## config.mk

```make
export PLATFORM = sky130hd
export DESIGN_NAME = booth_multiplier_param
export DESIGN_NICKNAME = d
export VERILOG_FILES = /design/src/rtl/booth_multiplier_param.sv
export SDC_FILE = /design/constraint.sdc
export NUM_CORES = 1
export LEC_CHECK = 0
export BUFFER_PORTS_ARGS = -buffer_cell sky130_fd_sc_hd__buf_2
export CORE_ASPECT_RATIO = 1.25
export CORE_MARGIN = 4
export CORE_UTILIZATION = 43
export DETAILED_ROUTE_END_ITERATION = 7
export HOLD_SLACK_MARGIN = 0.05
export PLACE_DENSITY = 0.58
export SYNTH_ARGS = -nofsm -noshare
export SYNTH_HDL_FRONTEND = slang
export SYNTH_SLANG_ARGS = --single-unit
```

## constraint.sdc

```tcl
create_clock -name clk -period 4.4 [get_ports clk]
set_input_delay 0.22 -clock clk [delete_from_list [all_inputs] [get_ports clk]]
set_output_delay 0.22 -clock clk [all_outputs]
set_load 0.02 [all_outputs]
```

## src/rtl/booth_multiplier_param.sv

```systemverilog
// -----------------------------------------------------------------------------
// booth_multiplier_param
//
// Pipelined radix-4 Booth multiplier for signed or unsigned operands, selected
// per transaction. One input-register stage is followed by WIDTH/2+1
// accumulate stages, each adding exactly one Booth partial product, so a
// result appears WIDTH/2+2 cycles after acceptance. The pipeline accepts one
// transaction per cycle and freezes as a whole while a result waits at the
// output.
//
// Optional feature macro: BOOTH_MULTIPLIER_TAG_EN
//   When defined, a TAG_W-bit sideband tag travels with each transaction.
//   When undefined, no tag ports and no tag registers exist.
//
// Ports
//   clk          rising-edge clock for all state
//   rst          synchronous active-high reset (drops all in-flight work)
//   x, y         multiplicand / multiplier, WIDTH bits
//   signed_mode  1 = two's-complement operands, 0 = unsigned
//   in_valid     x/y/signed_mode (and in_tag) valid this cycle
//   in_ready     block accepts an input this cycle
//   result       2*WIDTH-bit product
//   out_valid    result valid
//   out_ready    downstream accepts result
//   in_tag       (tag build only) tag captured on acceptance
//   out_tag      (tag build only) tag aligned with result/out_valid
// -----------------------------------------------------------------------------
module booth_multiplier_param #(
  parameter int WIDTH = 8,
  parameter int TAG_W = 4
) (
  input  logic               clk,
  input  logic               rst,
  input  logic [WIDTH-1:0]   x,
  input  logic [WIDTH-1:0]   y,
  input  logic               signed_mode,
  input  logic               in_valid,
  output logic               in_ready,
  output logic [2*WIDTH-1:0] result,
  output logic               out_valid,
  input  logic               out_ready
`ifdef BOOTH_MULTIPLIER_TAG_EN
  ,
  input  logic [TAG_W-1:0]   in_tag,
  output logic [TAG_W-1:0]   out_tag
`endif
);

  // Number of Booth digits / partial products for a WIDTH+2-bit multiplier.
  localparam int NPP = WIDTH / 2 + 1;
  localparam int PW  = 2 * WIDTH;
  // Extended multiplier plus the implicit zero below bit 0.
  localparam int YW  = WIDTH + 3;

  if ((WIDTH % 2) != 0 || WIDTH < 4 || TAG_W < 1) begin : g_param_check
    $error("booth_multiplier_param: WIDTH must be even and >= 4, TAG_W >= 1");
  end

  // Valid bits for the input stage (0) and the NPP accumulate stages.
  logic            vld_q  [NPP+1];
  logic            vld_d  [NPP+1];
  // Operand stages 0..NPP-1 feed the adder of the following stage.
  logic            mode_q [NPP];
  logic            mode_d [NPP];
  logic [WIDTH-1:0] x_q   [NPP];
  logic [WIDTH-1:0] x_d   [NPP];
  logic [YW-1:0]   y_q    [NPP];
  logic [YW-1:0]   y_d    [NPP];
  // acc_q[k] holds the sum of the first k+1 partial products.
  logic [PW-1:0]   acc_q  [NPP];
  logic [PW-1:0]   acc_d  [NPP];
`ifdef BOOTH_MULTIPLIER_TAG_EN
  logic [TAG_W-1:0] tag_q [NPP+1];
  logic [TAG_W-1:0] tag_d [NPP+1];
`endif

  logic          advance;
  logic [2:0]    digit;
  logic [PW-1:0] x_wide;
  logic [PW-1:0] mag;
  logic [PW-1:0] pp;
  logic [PW-1:0] acc_in;

  // Next-state for the whole pipeline. Everything holds unless the output is
  // free (advance); bubbles move along like real transactions. The multiplier
  // is pre-shifted by one position so each stage reads its Booth triplet
  // {y[2i+1], y[2i], y[2i-1]} from bits [2:0] and passes y>>2 onward.
  // Partial products are summed modulo 2^(2*WIDTH); because the exact product
  // always fits, the wrap-around is harmless for both signed and unsigned.
  always_comb begin
    advance  = !(vld_q[NPP] && !out_ready);
    in_ready = rst || advance;
    digit    = '0;
    x_wide   = '0;
    mag      = '0;
    pp       = '0;
    acc_in   = '0;

    for (int i = 0; i <= NPP; i++) begin
      vld_d[i] = vld_q[i];
`ifdef BOOTH_MULTIPLIER_TAG_EN
      tag_d[i] = tag_q[i];
`endif
    end
    for (int i = 0; i < NPP; i++) begin
      mode_d[i] = mode_q[i];
      x_d[i]    = x_q[i];
      y_d[i]    = y_q[i];
      acc_d[i]  = acc_q[i];
    end

    if (advance) begin
      vld_d[0]  = in_valid;
      mode_d[0] = signed_mode;
      x_d[0]    = x;
      y_d[0]    = {{2{signed_mode & y[WIDTH-1]}}, y, 1'b0};
`ifdef BOOTH_MULTIPLIER_TAG_EN
      tag_d[0]  = in_tag;
`endif

      for (int k = 1; k <= NPP; k++) begin
        vld_d[k] = vld_q[k-1];
`ifdef BOOTH_MULTIPLIER_TAG_EN
        tag_d[k] = tag_q[k-1];
`endif
      end

      for (int k = 1; k < NPP; k++) begin
        mode_d[k] = mode_q[k-1];
        x_d[k]    = x_q[k-1];
        y_d[k]    = y_q[k-1] >> 2;
      end

      for (int k = 0; k < NPP; k++) begin
        x_wide = mode_q[k] ? {{WIDTH{x_q[k][WIDTH-1]}}, x_q[k]}
                           : {{WIDTH{1'b0}}, x_q[k]};
        digit  = y_q[k][2:0];
        case (digit)
          3'b001, 3'b010: mag = x_wide;
          3'b011, 3'b100: mag = x_wide << 1;
          3'b101, 3'b110: mag = x_wide;
          default:        mag = '0;
        endcase
        pp     = digit[2] ? -mag : mag;
        pp     = pp << (2 * k);
        acc_in = (k == 0) ? '0 : acc_q[(k > 0) ? k - 1 : 0];
        acc_d[k] = acc_in + pp;
      end
    end
  end

  // Pipeline registers with synchronous reset.
  always_ff @(posedge clk) begin
    if (rst) begin
      for (int i = 0; i <= NPP; i++) begin
        vld_q[i] <= 1'b0;
`ifdef BOOTH_MULTIPLIER_TAG_EN
        tag_q[i] <= '0;
`endif
      end
      for (int i = 0; i < NPP; i++) begin
        mode_q[i] <= 1'b0;
        x_q[i]    <= '0;
        y_q[i]    <= '0;
        acc_q[i]  <= '0;
      end
    end else begin
      for (int i = 0; i <= NPP; i++) begin
        vld_q[i] <= vld_d[i];
`ifdef BOOTH_MULTIPLIER_TAG_EN
        tag_q[i] <= tag_d[i];
`endif
      end
      for (int i = 0; i < NPP; i++) begin
        mode_q[i] <= mode_d[i];
        x_q[i]    <= x_d[i];
        y_q[i]    <= y_d[i];
        acc_q[i]  <= acc_d[i];
      end
    end
  end

  assign result    = acc_q[NPP-1];
  assign out_valid = vld_q[NPP];
`ifdef BOOTH_MULTIPLIER_TAG_EN
  assign out_tag   = tag_q[NPP];
`endif

endmodule

```

# After elaboration in Yosys (flattened, before gate mapping)
# Memory sizes are Yosys's and may differ from the RTL's.
# Index checks and enable logic that the tools add are counted.
# totals
output_inout_bits,18
mem_bits_rw,186
word_cells,140
ff_bits,0
latch_bits,0
inputBits,21
mem_bits_ro,0
memories,5
# memory_table
name,words,width,read_ports,rd_ports_with_merged_regs,write_ports,line,rtl
acc_q,5,16,5,0,5,70,logic [PW-1:0] acc_q [NPP];
y_q,5,11,5,0,5,67,logic [YW-1:0] y_q [NPP];
x_q,5,8,5,0,5,65,logic [WIDTH-1:0] x_q [NPP];
vld_q,6,1,6,0,6,60,logic vld_q [NPP+1];
mode_q,5,1,4,0,5,63,logic mode_q [NPP];
# op_classes
add_sub_neg,9
shifts,0
n_reduce_logical,15
muxes,53
n_lt_le_gt_ge,0
mul,0
div_mod_pow,0
eq_ne,31
bitwise,27
# ops
op,count
two-way mux 16 bit,8
two-way mux 80 bit,1
adder 16 bit,4
two-way mux 8 bit,7
two-way mux 11 bit,5
two-way mux 55 bit,1
"equality test 3 bit, second input constant",15
two-way mux 14 bit,3
two-way mux 40 bit,1
two-way mux 12 bit,3
one-hot mux 16 bit (2 select lines),1
"equality test 3 x 2 -> 1 bit, second input constant",10
two-way mux 10 bit,3
one-hot mux 14 bit (2 select lines),1
OR 1 bit,26
one-hot mux 12 bit (2 select lines),1
one-hot mux 10 bit (2 select lines),1
OR reduction 4 bit,5
negation 16 bit,1
one-hot mux 8 bit (2 select lines),1
"equality test 3 x 1 -> 1 bit, second input constant",5
two-way mux 1 bit,14
negation 14 bit,1
negation 12 bit,1
other kinds (11),16

# Longest topological paths before layout
# An unclocked memory read counts as a cell.
# logic_depth
ltp_word,10
depth_mapped,19
ltp_nobuf,18

# Worst setup path before layout
# OpenSTA, ideal clock, no wires.
# synth_timing
kind,flip-flop to flip-flop
from,memory y_q[0][24] (netlist bit)
to,memory acc_q[0][45] (netlist bit)
setup_slack_ns,0.741
stages_incl_launch_ff,16
t_required_ns,4.270
setup_time_ns,0.130
path_buffers,1
arrival_time_ns,3.528
synth_period_minus_slack_ns,3.659
cell_sequence,dfxtp_1 buf_6 or3b_2 o21ai_2 a22o_1 inv_1 ha_1 mux2_2 ha_1 a21o_1 a21o_1 a2111oi_0 o21ai_0 a21oi_1 xor2_1 o21ai_0
# synth_lines
item,line
"start, declared",67
"end, declared",70

==> impl_metrics.toml <==
[synthesis]
avgSynthCellArea_um2 = 8.48
syn-num-nets = 1118
syn_inst = 1043
synth_xor_xnor_area_share = 0.0600
yosysTopAreaCell = "dfxtp_1"
synth_top_family_by_area = "compound AO/OA/AOI/OAI gates"
postSynth.asyncResetShare = 0
synth_edf_count = 4
netlist_area_mm2 = 0.00884
synth_seq_cells = 159
synth.most_common_cell = "dfxtp_1"
yosys.area_share.simple = 0.139
synthFlopType = "dfxtp_1"
synthMuxAreaShare = 0.0106
synth_commonest_cells = "dfxtp_1 (155), nand2_1 (145), o21ai_0 (102)"
yosysSeqAreaShare = 0.364
synth-adder-area-share = 0.0809
synthTopCellsByArea = "dfxtp_1 (35%), a22o_1 (7.8%), ha_1 (7.1%)"
synth-compound-area-share = 0.287
synth_cell_types = 71
synth_top_area_frac = 0.351
yosysWarningCount = 0

[worst_setup_path]
r2r_cells = 14
path_delay_family = "compound AO/OA/AOI/OAI gates"
worstPathBufferInverterCount = 0
ff2ff_setup_slack_ps = 430
criticalPathCategory = "register to register"
path_max_fanout = 14
r2r-end = "acc_q[0][31]$_SDFFE_PP0N_"
arrival_ps = 4270
critPathMaxStageDelay_ps = 500
crit_start = "y_q[0][13]$_SDFFE_PP0N_"
slowest_stage = "dfxtp_1"
cp-endpoint = "acc_q[0][31]$_SDFFE_PP0N_"
cp.required_ps = 4700
crit_chain = "mux2_2, a22oi_1, ha_1, nand2_1, a221o_1, o21ai_1, xor2_1, ha_1, a2111oi_0, and3_1, o21bai_1, o41ai_1, xnor2_1, o21ai_1"
r2r_start = "y_q[0][13]$_SDFFE_PP0N_"
end_kind = "register"
startpoint_type = "register"
cp.depth = 14

[power_and_ir_drop]
combPwrFrac = 0.080
clock_power_share = 0.454
power_density_mw_per_mm2 = 336
p_int_w = 0.00252
p_sw_frac = 0.242
p_switching_w = 0.000803
ir_worst_vdd_v = 0.000272
p_leak_nw = 4.19
p_seq_frac = 0.466

[global_routing]
grt-ovfl-total = 0
grt_max_degree = 83
grt_pass1_vias = 6718
grt_first_pass_wirelength_mm = 34.6
grt_util_all_layers = 0.188
antenna_found_initial = 0

[clocking]
cts-buffers-inserted = 17
cts_tree = "yes"
cts.clk_slew.worst_paths_ps = 70
htreeDepth = 4
clk_latency_ps = 420
cts_sinks = 159
cts_root_buf = "clkbuf_16"
cts_max_path_buffers = 2

[finish]
final_util = 0.490
nNetsFinal = 1126
fin_cells = 1334
insertedDiodeCount = 0
area_delta_synth_final_pct = 11.7
drive_above_1_share = 0.0921

[floorplanning]
core_area_mm2 = 0.0202
dieArea_mm2 = 0.0229
start_util = 0.438
ios = 39
dieHeight_um = 168
rows = 58
die_w_um = 136

[place]
globalplace.congestion = 0.883
placed_cells = 1285
pre_cts_ws_ps = 293
portBuffers = 38
hpwl_mm = 15.4

[drt]
avgViaCountPerCell = 5.47
firstDrtPassIters = 7
wl_per_cell_um = 16.0
ant_nets = 0
vias = 7292
drc = 0
drt_iter0_markers = 459
wl_mm = 21.4

[timing]
rsz0062_at_grt = "no"
post-route-period-util = 0.901
layout_setup_ws_ps = 433
fin_skew_ps = 11.9
hold_slack_ps = 93.8
period_minus_slack_ps = 3970
finalHoldViolations = 0
drv_slew = 0
relSlewSlack = 0.358
timing.fmax_mhz = 252
worst_pin_slew_ps = 962
setup_viol = 0
fin_tns_setup_ps = 0

[flow_run]
maxCapViolCount = 0

[run_status]
status = "complete, no violations"

[hold_path]
hold_path_class = "input pin to register"
cells by family after synthesis:
group,count (synthesis)
AO/OA/AOI/OAI,373
XOR/XNOR,59
adder cells (fa/ha/maj),55
buffers and inverters,115
flip-flops,159
multiplexers,9
AND/OR/NAND/NOR,273
timing repair:
action,4_1_cts,5_1_grt
resized for setup,0,2
endpoints found under the hold margin,17,0
buffers inserted,0,0
hold buffers,17,0
endpoints found under the setup margin,0,3
worst reg2reg max path, stage by stage (launching register included):
cell,delay (ps)
dfxtp_1,500
mux2_2,490
a22oi_1,230
ha_1,210
nand2_1,50
a221o_1,310
o21ai_1,170
xor2_1,210
ha_1,330
a2111oi_0,470
and3_1,220
o21bai_1,90
o41ai_1,310
xnor2_1,160
o21ai_1,70
power groups by stage:
stage          combinational (W)  sequential (W)  clock [W]
2_1_floorplan           0.000208         0.00155          0
3_3_place_gp            0.000252         0.00158          0
3_5_place_dp            0.000253         0.00158          0
4_1_cts                 0.000266         0.00155    0.00154
5_1_grt                 0.000298         0.00156    0.00160
6_report                0.000265         0.00155    0.00151
how the worst min path moves through the flow:
stage / slack, ps / from / to / depth (start not counted)
after floorplan: 330 / x[2] / x_q[0][2]$_SDFFE_PP0N_ / 2
after global placement: 420 / y[0] / y_q[0][1]$_SDFFE_PP0N_ / 3
after detailed placement: 430 / x[2] / x_q[0][2]$_SDFFE_PP0N_ / 3
after CTS: 80 / signed_mode / y_q[0][10]$_SDFFE_PP0N_ / 3
after global routing: 90 / signed_mode / y_q[0][10]$_SDFFE_PP0N_ / 3
final: 90 / signed_mode / y_q[0][10]$_SDFFE_PP0N_ / 3
state kept, by name, indices dropped and copies added (netlist names):
signal  count
mode_q      4
vld_q       6
acc_q      80
y_q        29
x_q        40
layer usage:
layer  vias up  share of wire  track usage
met5         -              0            0
met4         0          0.031       0.0794
met3        34          0.029       0.0353
met2       138           0.50        0.327
met1      3336           0.44        0.225
li1       3784              -            -
through the flow:
| step | total power, W | area (µm²) |
|---|---|---|
| 6_report | 0.00332 | 9880 |
| 3_5_place_dp | 0.00184 | 9100 |
| 4_1_cts | 0.00335 | 9880 |
| 3_3_place_gp | 0.00183 | 9100 |
| 5_1_grt | 0.00345 | 9880 |
| 2_1_floorplan | 0.00176 | 8840 |
layout by cell type (no fill, tap or decap), types with 5 or more instances in the layout:
cell type | synthesis | layout
o21ai_1 | 16 | 16
o21a_1 | 8 | 8
nor2_1 | 40 | 38
and2_1 | 8 | 8
nor3_1 | 12 | 12
nor2b_1 | 14 | 14
ha_1 | 50 | 50
a21oi_1 | 49 | 49
mux2i_1 | 6 | 6
nand3_1 | 18 | 18
dfxtp_1 | 155 | 155
xor2_1 | 28 | 28
inv_1 | 34 | 34
buf_4 | 17 | 12
nand2b_1 | 11 | 10
buf_2 | 4 | 38
o31ai_1 | 8 | 8
xnor2_1 | 30 | 30
clkbuf_16 | 0 | 17
o211ai_1 | 9 | 9
a21o_1 | 28 | 28
o21ai_0 | 102 | 102
a22oi_1 | 11 | 11
a22o_1 | 79 | 79
a221o_1 | 5 | 5
dlygate4sd3_1 | 0 | 17
a21boi_0 | 9 | 9
nand2_1 | 145 | 145
a31oi_1 | 9 | 9
or3_1 | 9 | 9
o22ai_1 | 8 | 8
cell type report:
class / instances / area (µm²)
Clock buffer: 18 / 439
Clock inverter: 14 / 164
Fill cell: 2031 / 10300
Inverter: 37 / 139
Multi-Input combinational cell: 769 / 5130
Sequential cell: 159 / 3220
Tap cell: 270 / 338
Timing Repair Buffer: 67 / 450
Power figures use the tool's default switching activity.
